==> src/rtl/clk_div_pkg.sv <==
// Shared constants, divisor type and clamp helper for the programmable clock divider.
// Optional feature macro used by this block: CLK_DIV_PROG_DUTY50_EN.
package clk_div_pkg;

  localparam int unsigned DIV_MIN   = 2;
  localparam int          CNT_W_DEF = 8;

  typedef logic [CNT_W_DEF-1:0] div_t;

  // Divisors below the minimum would stall or never wrap, so they are raised to DIV_MIN.
  function automatic int unsigned clamp_div(input int unsigned d);
    return (d < DIV_MIN) ? DIV_MIN : d;
  endfunction

endpackage

==> src/rtl/clk_div_prog_if.sv <==
// Divisor load handshake between a configuring master and the clock divider.
// Optional feature macro of the divider: CLK_DIV_PROG_DUTY50_EN.
interface clk_div_prog_if
  import clk_div_pkg::*;
#(
  parameter int CNT_W = CNT_W_DEF
);

  logic [CNT_W-1:0] div_in;
  logic             div_valid;
  logic             div_ready;

  modport master (
    output div_in,
    output div_valid,
    input  div_ready
  );

  modport slave (
    input  div_in,
    input  div_valid,
    output div_ready
  );

endinterface

==> src/rtl/clk_div_duty50.sv <==
// Odd-divisor duty-cycle corrector: stretches the posedge high phase by half a clock
// using a falling-edge copy. Only exists when CLK_DIV_PROG_DUTY50_EN is defined.
`ifdef CLK_DIV_PROG_DUTY50_EN
module clk_div_duty50
  import clk_div_pkg::*;
(
  input  logic clk,
  input  logic reset,
  input  logic hi_pos,
  input  logic odd_pos,
  output logic duty_clk
);

  logic neg_q;

  // Falling-edge copy of the high phase, only for odd divisors so even N keeps its exact split.
  always_ff @(negedge clk) begin
    if (reset) begin
      neg_q <= 1'b0;
    end else begin
      neg_q <= hi_pos & odd_pos;
    end
  end

  assign duty_clk = hi_pos | neg_q;

endmodule
`endif

==> src/rtl/clk_div_prog.sv <==
// Runtime-programmable integer clock divider with glitch-free divisor changes at period
// boundaries. Defining CLK_DIV_PROG_DUTY50_EN gives exact 50% duty for odd divisors.
module clk_div_prog
  import clk_div_pkg::*;
#(
  parameter int CNT_W       = CNT_W_DEF,
  parameter int DEFAULT_DIV = 5
)(
  input  logic             clk,
  input  logic             reset,
  input  logic             en,
  clk_div_prog_if.slave    div_bus,
  output logic             divided_clk,
  output logic             tick,
  output logic [CNT_W-1:0] cur_div
);

  logic [CNT_W-1:0] cnt;
  logic [CNT_W-1:0] div_cur;
  logic [CNT_W-1:0] div_pend;
  logic             pend_v;
  logic             clk_hi;
  logic [CNT_W-1:0] high_len;
  logic             wrap;
  logic             take;

`ifdef CLK_DIV_PROG_DUTY50_EN
  assign high_len = div_cur >> 1;
`else
  assign high_len = (div_cur >> 1) + {{(CNT_W-1){1'b0}}, div_cur[0]};
`endif

  assign wrap              = (cnt == div_cur - CNT_W'(1));
  assign take              = div_bus.div_valid & ~pend_v;
  assign div_bus.div_ready = ~pend_v;
  assign cur_div           = div_cur;

  // Period counter, active/pending divisor bookkeeping and the registered outputs.
  always_ff @(posedge clk) begin
    if (reset) begin
      cnt      <= '0;
      div_cur  <= CNT_W'(DEFAULT_DIV);
      div_pend <= CNT_W'(DEFAULT_DIV);
      pend_v   <= 1'b0;
      clk_hi   <= 1'b0;
      tick     <= 1'b0;
    end else begin
      clk_hi <= en & (cnt < high_len);
      tick   <= en & (cnt == '0);
      if (!en) begin
        cnt <= '0;
        if (pend_v) begin
          div_cur <= div_pend;
          pend_v  <= 1'b0;
        end
      end else if (wrap) begin
        cnt <= '0;
        if (pend_v) begin
          div_cur <= div_pend;
          pend_v  <= 1'b0;
        end
      end else begin
        cnt <= cnt + CNT_W'(1);
      end
      if (take) begin
        div_pend <= CNT_W'(clamp_div(32'(div_bus.div_in)));
        pend_v   <= 1'b1;
      end
    end
  end

`ifdef CLK_DIV_PROG_DUTY50_EN
  logic odd_q;

  // Parity of the divisor that produced the current high-phase sample.
  always_ff @(posedge clk) begin
    if (reset) begin
      odd_q <= 1'b0;
    end else begin
      odd_q <= div_cur[0];
    end
  end

  clk_div_duty50 u_duty50 (
    .clk      (clk),
    .reset    (reset),
    .hi_pos   (clk_hi),
    .odd_pos  (odd_q),
    .duty_clk (divided_clk)
  );
`else
  assign divided_clk = clk_hi;
`endif

endmodule

==> src/flat_wrapper.sv <==
// flat-port wrapper written by rule: the top's interface ports become plain ports
module clk_div_prog_flat import clk_div_pkg::*;
#(
  parameter int CNT_W       = CNT_W_DEF,
  parameter int DEFAULT_DIV = 5
)
  (clk, reset, en, divided_clk, tick, cur_div, div_bus_div_in, div_bus_div_valid, div_bus_div_ready);
  clk_div_prog_if #(.CNT_W(CNT_W)) div_bus_i ();
  input  logic clk;
  input  logic reset;
  input  logic en;
  output logic divided_clk;
  output logic tick;
  output logic [CNT_W-1:0] cur_div;
  input wire logic [$bits(div_bus_i.div_in)-1:0] div_bus_div_in;
  input wire logic [$bits(div_bus_i.div_valid)-1:0] div_bus_div_valid;
  output wire logic [$bits(div_bus_i.div_ready)-1:0] div_bus_div_ready;
  assign div_bus_i.div_in = div_bus_div_in;
  assign div_bus_i.div_valid = div_bus_div_valid;
  assign div_bus_div_ready = div_bus_i.div_ready;
  clk_div_prog #(.CNT_W(CNT_W), .DEFAULT_DIV(DEFAULT_DIV)) u_core (.clk(clk), .reset(reset), .en(en), .div_bus(div_bus_i), .divided_clk(divided_clk), .tick(tick), .cur_div(cur_div));
endmodule
==> config.mk <==
export PLATFORM = sky130hd
export DESIGN_NAME = clk_div_prog_flat
export DESIGN_NICKNAME = d
export VERILOG_FILES = /design/src/rtl/clk_div_pkg.sv /design/src/rtl/clk_div_prog_if.sv /design/src/rtl/clk_div_duty50.sv /design/src/rtl/clk_div_prog.sv /design/src/flat_wrapper.sv
export SDC_FILE = /design/constraint.sdc
export NUM_CORES = 1
export LEC_CHECK = 0
export BUFFER_PORTS_ARGS = -buffer_cell sky130_fd_sc_hd__buf_2
export CORE_MARGIN = 2
export CORE_UTILIZATION = 50
export CTS_BUF_LIST = sky130_fd_sc_hd__clkbuf_16
export DETAILED_ROUTE_END_ITERATION = 7
export PLACE_DENSITY = 0.74
export SETUP_SLACK_MARGIN = 0.2
export SLEW_MARGIN = 5
export SYNTH_ARGS = -nofsm -noshare
export SYNTH_HDL_FRONTEND = slang
export SYNTH_SLANG_ARGS = --single-unit
==> constraint.sdc <==
create_clock -name clk -period 2.4 [get_ports clk]
set_input_delay 0.36 -clock clk [delete_from_list [all_inputs] [get_ports clk]]
set_output_delay 0.36 -clock clk [all_outputs]
set_load 0.005 [all_outputs]
# Word-level counts from Yosys, hierarchy flattened
# Index checks and enable logic that the tools add are counted.
dict set report op_classes {
  n_bitwise 5
  add_sub_neg 3
  magnitude_cmp 2
  n_eq_ne 3
  n_reduce_logical 2
  muxes 7
}
# cell n
set ops {}
lappend ops {{2-to-1 mux 8 bit} 4}
lappend ops {{adder 7 x 1 -> 8 bit} 1}
lappend ops {{adder 8 x 1 -> 8 bit (second input constant)} 1}
lappend ops {{equality test 8 bit} 1}
lappend ops {{zero test 8 bit} 1}
lappend ops {{less-than comparator 8 x 2 -> 1 bit (second input constant)} 1}
lappend ops {{less-than comparator 8 bit} 1}
lappend ops {{subtractor 8 x 1 -> 8 bit (second input constant)} 1}
lappend ops {{AND 1 bit} 3}
lappend ops {{2-to-1 mux 1 bit} 3}
lappend ops {{!= test 3 x 1 -> 1 bit (second input constant)} 1}
lappend ops {{OR reduction 3 bit} 1}
lappend ops {{!= test 2 x 1 -> 1 bit (second input constant)} 1}
lappend ops {{inverter 1 bit} 2}
dict set report word_totals {
  register_bits 27
  elab_cells 28
  output_inout_bits 11
  inputBits 12
}

# Depth between registers and ports, before layout
dict set report depth {
  ltp_word 5
  mapped_depth 10
  ltp_nobuf 10
}

# Least setup slack after synthesis
# No wires, ideal clock.
dict set report synth_timing {
  path_type {register to register}
  startpoint {register u_core.div_cur[3] (netlist: u_core.cur_div[3])}
  endpoint {register u_core.div_cur[4] (netlist: u_core.cur_div[4])}
  required_time_ns 2.272
  path_stages_with_launch 10
  n_path_buf 2
  arrival_time_ns 2.445
  setup_time_ns 0.128
  path_slack_ns -0.173
  synth_period_minus_slack_ns 2.573
  path_cell_list {dfxtp_1 -> buf_2 -> or4_4 -> or3_1 -> and3_1 -> o31a_1 -> o32ai_4 -> buf_6 -> mux2i_1 -> nor2_1}
}
dict set report synth_between {
  elab_chain_len 3
}
# item line_no
set synth_lines {}
lappend synth_lines {{start: declaration} clk_div_prog.sv:19} ;# logic [CNT_W-1:0] div_cur;
lappend synth_lines {{start signal: assignment} clk_div_prog.sv:42} ;# div_cur <= CNT_W'(DEFAULT_DIV);
lappend synth_lines {{start signal: assignment} clk_div_prog.sv:53} ;# div_cur <= div_pend;
lappend synth_lines {{start signal: assignment} clk_div_prog.sv:59} ;# div_cur <= div_pend;
lappend synth_lines {{subtractor 8 x 1 -> 8 bit} clk_div_prog.sv:33} ;# assign wrap = (cnt == div_cur - CNT_W'(1));
lappend synth_lines {{equality test 8 bit} clk_div_prog.sv:33}
lappend synth_lines {{!= test 2 x 1 -> 1 bit (no line)} -}
# No other way between the ends.
# A chain may end at the register's enable or synchronous reset.

# Worst setup path after layout
dict set report layout_timing {
  startpoint {register u_core.div_cur[1] (netlist: u_core.cur_div[1])}
  endpoint {register u_core.div_cur[7] (netlist: u_core.cur_div[7])}
}
# Same word-level chain as after synthesis.

==> qor.yml <==
fp-row-count: 20
criticalPathCategory: "flop to flop"
synth_xor_area_share_pct: 11.3
grt_remaining_overflow: 0
vdd_ir_drop_max_uv: 293
post_dp_cell_area_um2: 1750
synth_compound_area_share_pct: 11.3
die_area_um2: 3550
final_cell_count_no_fill: 245
worst_slack_ns: -0.0117
ctsHtreeMaxLevel: 1
antenna_found_initial: 0
grt_pass1_wl_um: 5620
drv_cap: 0
synth.top_cell.area_share_pct: 35.0
placed_cells: 240
synth_most_common_cell: "dfxtp_1"
fin_crit_sh_pct: 100
async_reset_ff_share_pct: 0
via_count: 1347
ant_nets: 0
slew_violations: 0
synth-edff-count: 0
yosys_warnings: 0
initial_core_util_pct: 51.5
synth-seq-area-share_pct: 35.0
core_um2: 3000
ys.flop_type: "dfxtp_1"
total_power_uw: 1020
rsz0062_at_grt: "yes"
numCtsBuffers: 3
synth-adder-area-share_pct: 9.72
yosys.area.top_type: "dfxtp_1"
layout-drive-gt1-share_pct: 25.9
tightest_slew_ns: 0.409
n_fill_cell: 236
port_buffers: 22
ys_top_cells_by_area: "dfxtp_1, ha_1, xnor2_1"
die_h_um: 59.6
grt_pass1_vias: 1221
synthSimpleGateAreaFrac_pct: 22.5
cp-start-kind: "flop"
wl_per_cell_um: 13.7
cts_buffer_depth: 2
place_hpwl_um: 2560
holdCritPathClass: "input pin to flop"
finalCriticalPeriod_ns: 2.41
crit_fanout: 5
power.density_nw_per_um2: 536
setup_viol: 2
hold_violations: 0
syn_to_final_growth_pct: 23.5
status: "finished with violations"
numClockSinks: 27
synth_common_cells: "dfxtp_1, nand2_1, nor2_1, ha_1, xnor2_1"
ys_seq_elements: 27
syn_inst: 180
finish.utilization_pct: 63.5
grt_max_degree: 17
cts-root-buf: "clkbuf_16"
viasPerCell: 5.50
synth_mux_area_share_pct: 5.26
n_antenna_cell: 0
chipWidth_um: 59.6
place.gp.congestion: 0.800
ys_types: 34
syn-cell-area_um2: 1550
design_area_um2: 1910
slew_headroom_pct: 72.6
cts.clk_slew.worst_paths_ns: 0.07
syn_nets: 204
grt.total_usage_pct: 21.1
dr.pass1.iters: 4
max_freq_mhz: 415
power_leakage_uw: 0.000809
failed_checks: "negative setup slack"
drc: 0
wirelength_um: 3370
critPathRequiredTime_ns: 2.55
synth_top_family_by_area: "simple AND/OR/NAND/NOR gates"
insertion_delay_ns: 0.26
cts_hold_buffers: 0
drtIter0Drc: 33
pin_count: 23
critPathCaptureType: "flop"
cts_tree: "built"
avgSynthCellArea_um2: 8.58
nNetsFinal: 237
critPathArrivalTime_ns: 2.56
hold_ws_ns: 0.331
finClkSkew_ns: 0.00249
## cells in the final DEF (no fill, tap or decap), types with 5 or more instances in the layout
cell     netlist  final
xor2_1         8      8
nand3_1       11     11
a21oi_1        9      8
nor2_1        17     17
buf_4          0     11
inv_1         11     11
and3_1         5      5
mux2i_1        7      6
xnor2_1       12     12
dfxtp_1       27     24
nand2_1       18     18
ha_1          12     10
nor3_1         8      7
buf_2          1     22
## sequential cells by signal (all words and copies together), names as in the netlist
register and count:
u_core.pend_v 1, u_core.tick 1, u_core.div_pend 8, u_core.divided_clk 1, u_core.cnt 8, u_core.cur_div 8
## metrics by stage
step / setup TNS, ns / worst slack [ns]
4_1_cts: -0.0148 / -0.0148
6_report: -0.0224 / -0.0117
2_1_floorplan: -0.325 / -0.0653
3_3_place_gp: 0 / 0.0238
5_1_grt: -0.470 / -0.103
3_5_place_dp: -0.171 / -0.0705
## repair_timing
| item | CTS | global route |
|---|---|---|
| setup buffers | 1 | 0 |
| endpoints found under the setup margin | 17 | 18 |
| gates cloned | 0 | 0 |
| pin swaps | 9 | 5 |
| gates resized for setup | 6 | 10 |
## area by class of cell
class | count | area, um^2 | share of cell area [%]
tap | 33 | 41.3 | 2.16
clock inverter | 1 | 5.00 | 0.262
sequential | 27 | 544 | 28.5
multi-input combinational | 135 | 986 | 51.7
inverter | 11 | 41.3 | 2.16
timing repair buffer | 35 | 215 | 11.3
clock buffer | 3 | 75.1 | 3.93
## where the power goes
group | internal, uW | switching, uW | leakage [uW] | total, uW
Clock | 225 | 158 | 0.0000409 | 383
Combinational | 73.0 | 79.7 | 0.000547 | 153
Sequential | 469 | 16.9 | 0.000221 | 486
Total | 767 | 255 | 0.000809 | 1020
## cell families after synthesis
group / after synthesis
flip-flops: 27
AO/OA/AOI/OAI: 23
multiplexers: 8
buffers and inverters: 18
adder cells (fa/ha/maj): 12
XOR/XNOR: 20
AND/OR/NAND/NOR: 72
## path summary, 6_finish.rpt
| check | start | endpoint | slack (ns) | cells past startpoint |
|---|---|---|---|---|
| max | u_core.cur_div[1]$_SDFFE_PP0P_ | u_core.cur_div[7]$_SDFFE_PP0P_ | -0.01 | 8 |
| min | div_bus_div_in[0] | u_core.div_pend[0]$_SDFFE_PP1P_ | 0.33 | 2 |
| max reg2reg | u_core.cur_div[1]$_SDFFE_PP0P_ | u_core.cur_div[7]$_SDFFE_PP0P_ | -0.01 | 8 |
| min reg2reg | u_core.div_pend[5]$_SDFFE_PP0P_ | u_core.div_pend[5]$_SDFFE_PP0P_ | 0.46 | 2 |
## per-layer routing
metal / vias to the layer above / wire length [um] / GRT usage (%)
li1: 689 / - / -
met4: 0 / 53 / 9.21
met1: 628 / 1550 / 28.2
met2: 25 / 1660 / 33.4
met5: - / 0 / 0
met3: 5 / 100 / 3.71
## worst max-delay path, stage by stage, from the launching register on
cell and delay (ns):
dfxtp_2 0.33, or4_4 0.53, or3_1 0.30, and3_1 0.16, o31a_1 0.28, o32ai_4 0.25
buf_6 0.17, mux2i_2 0.22, nor2_1 0.06
No activity file was read; power rests on OpenSTA's default activity.
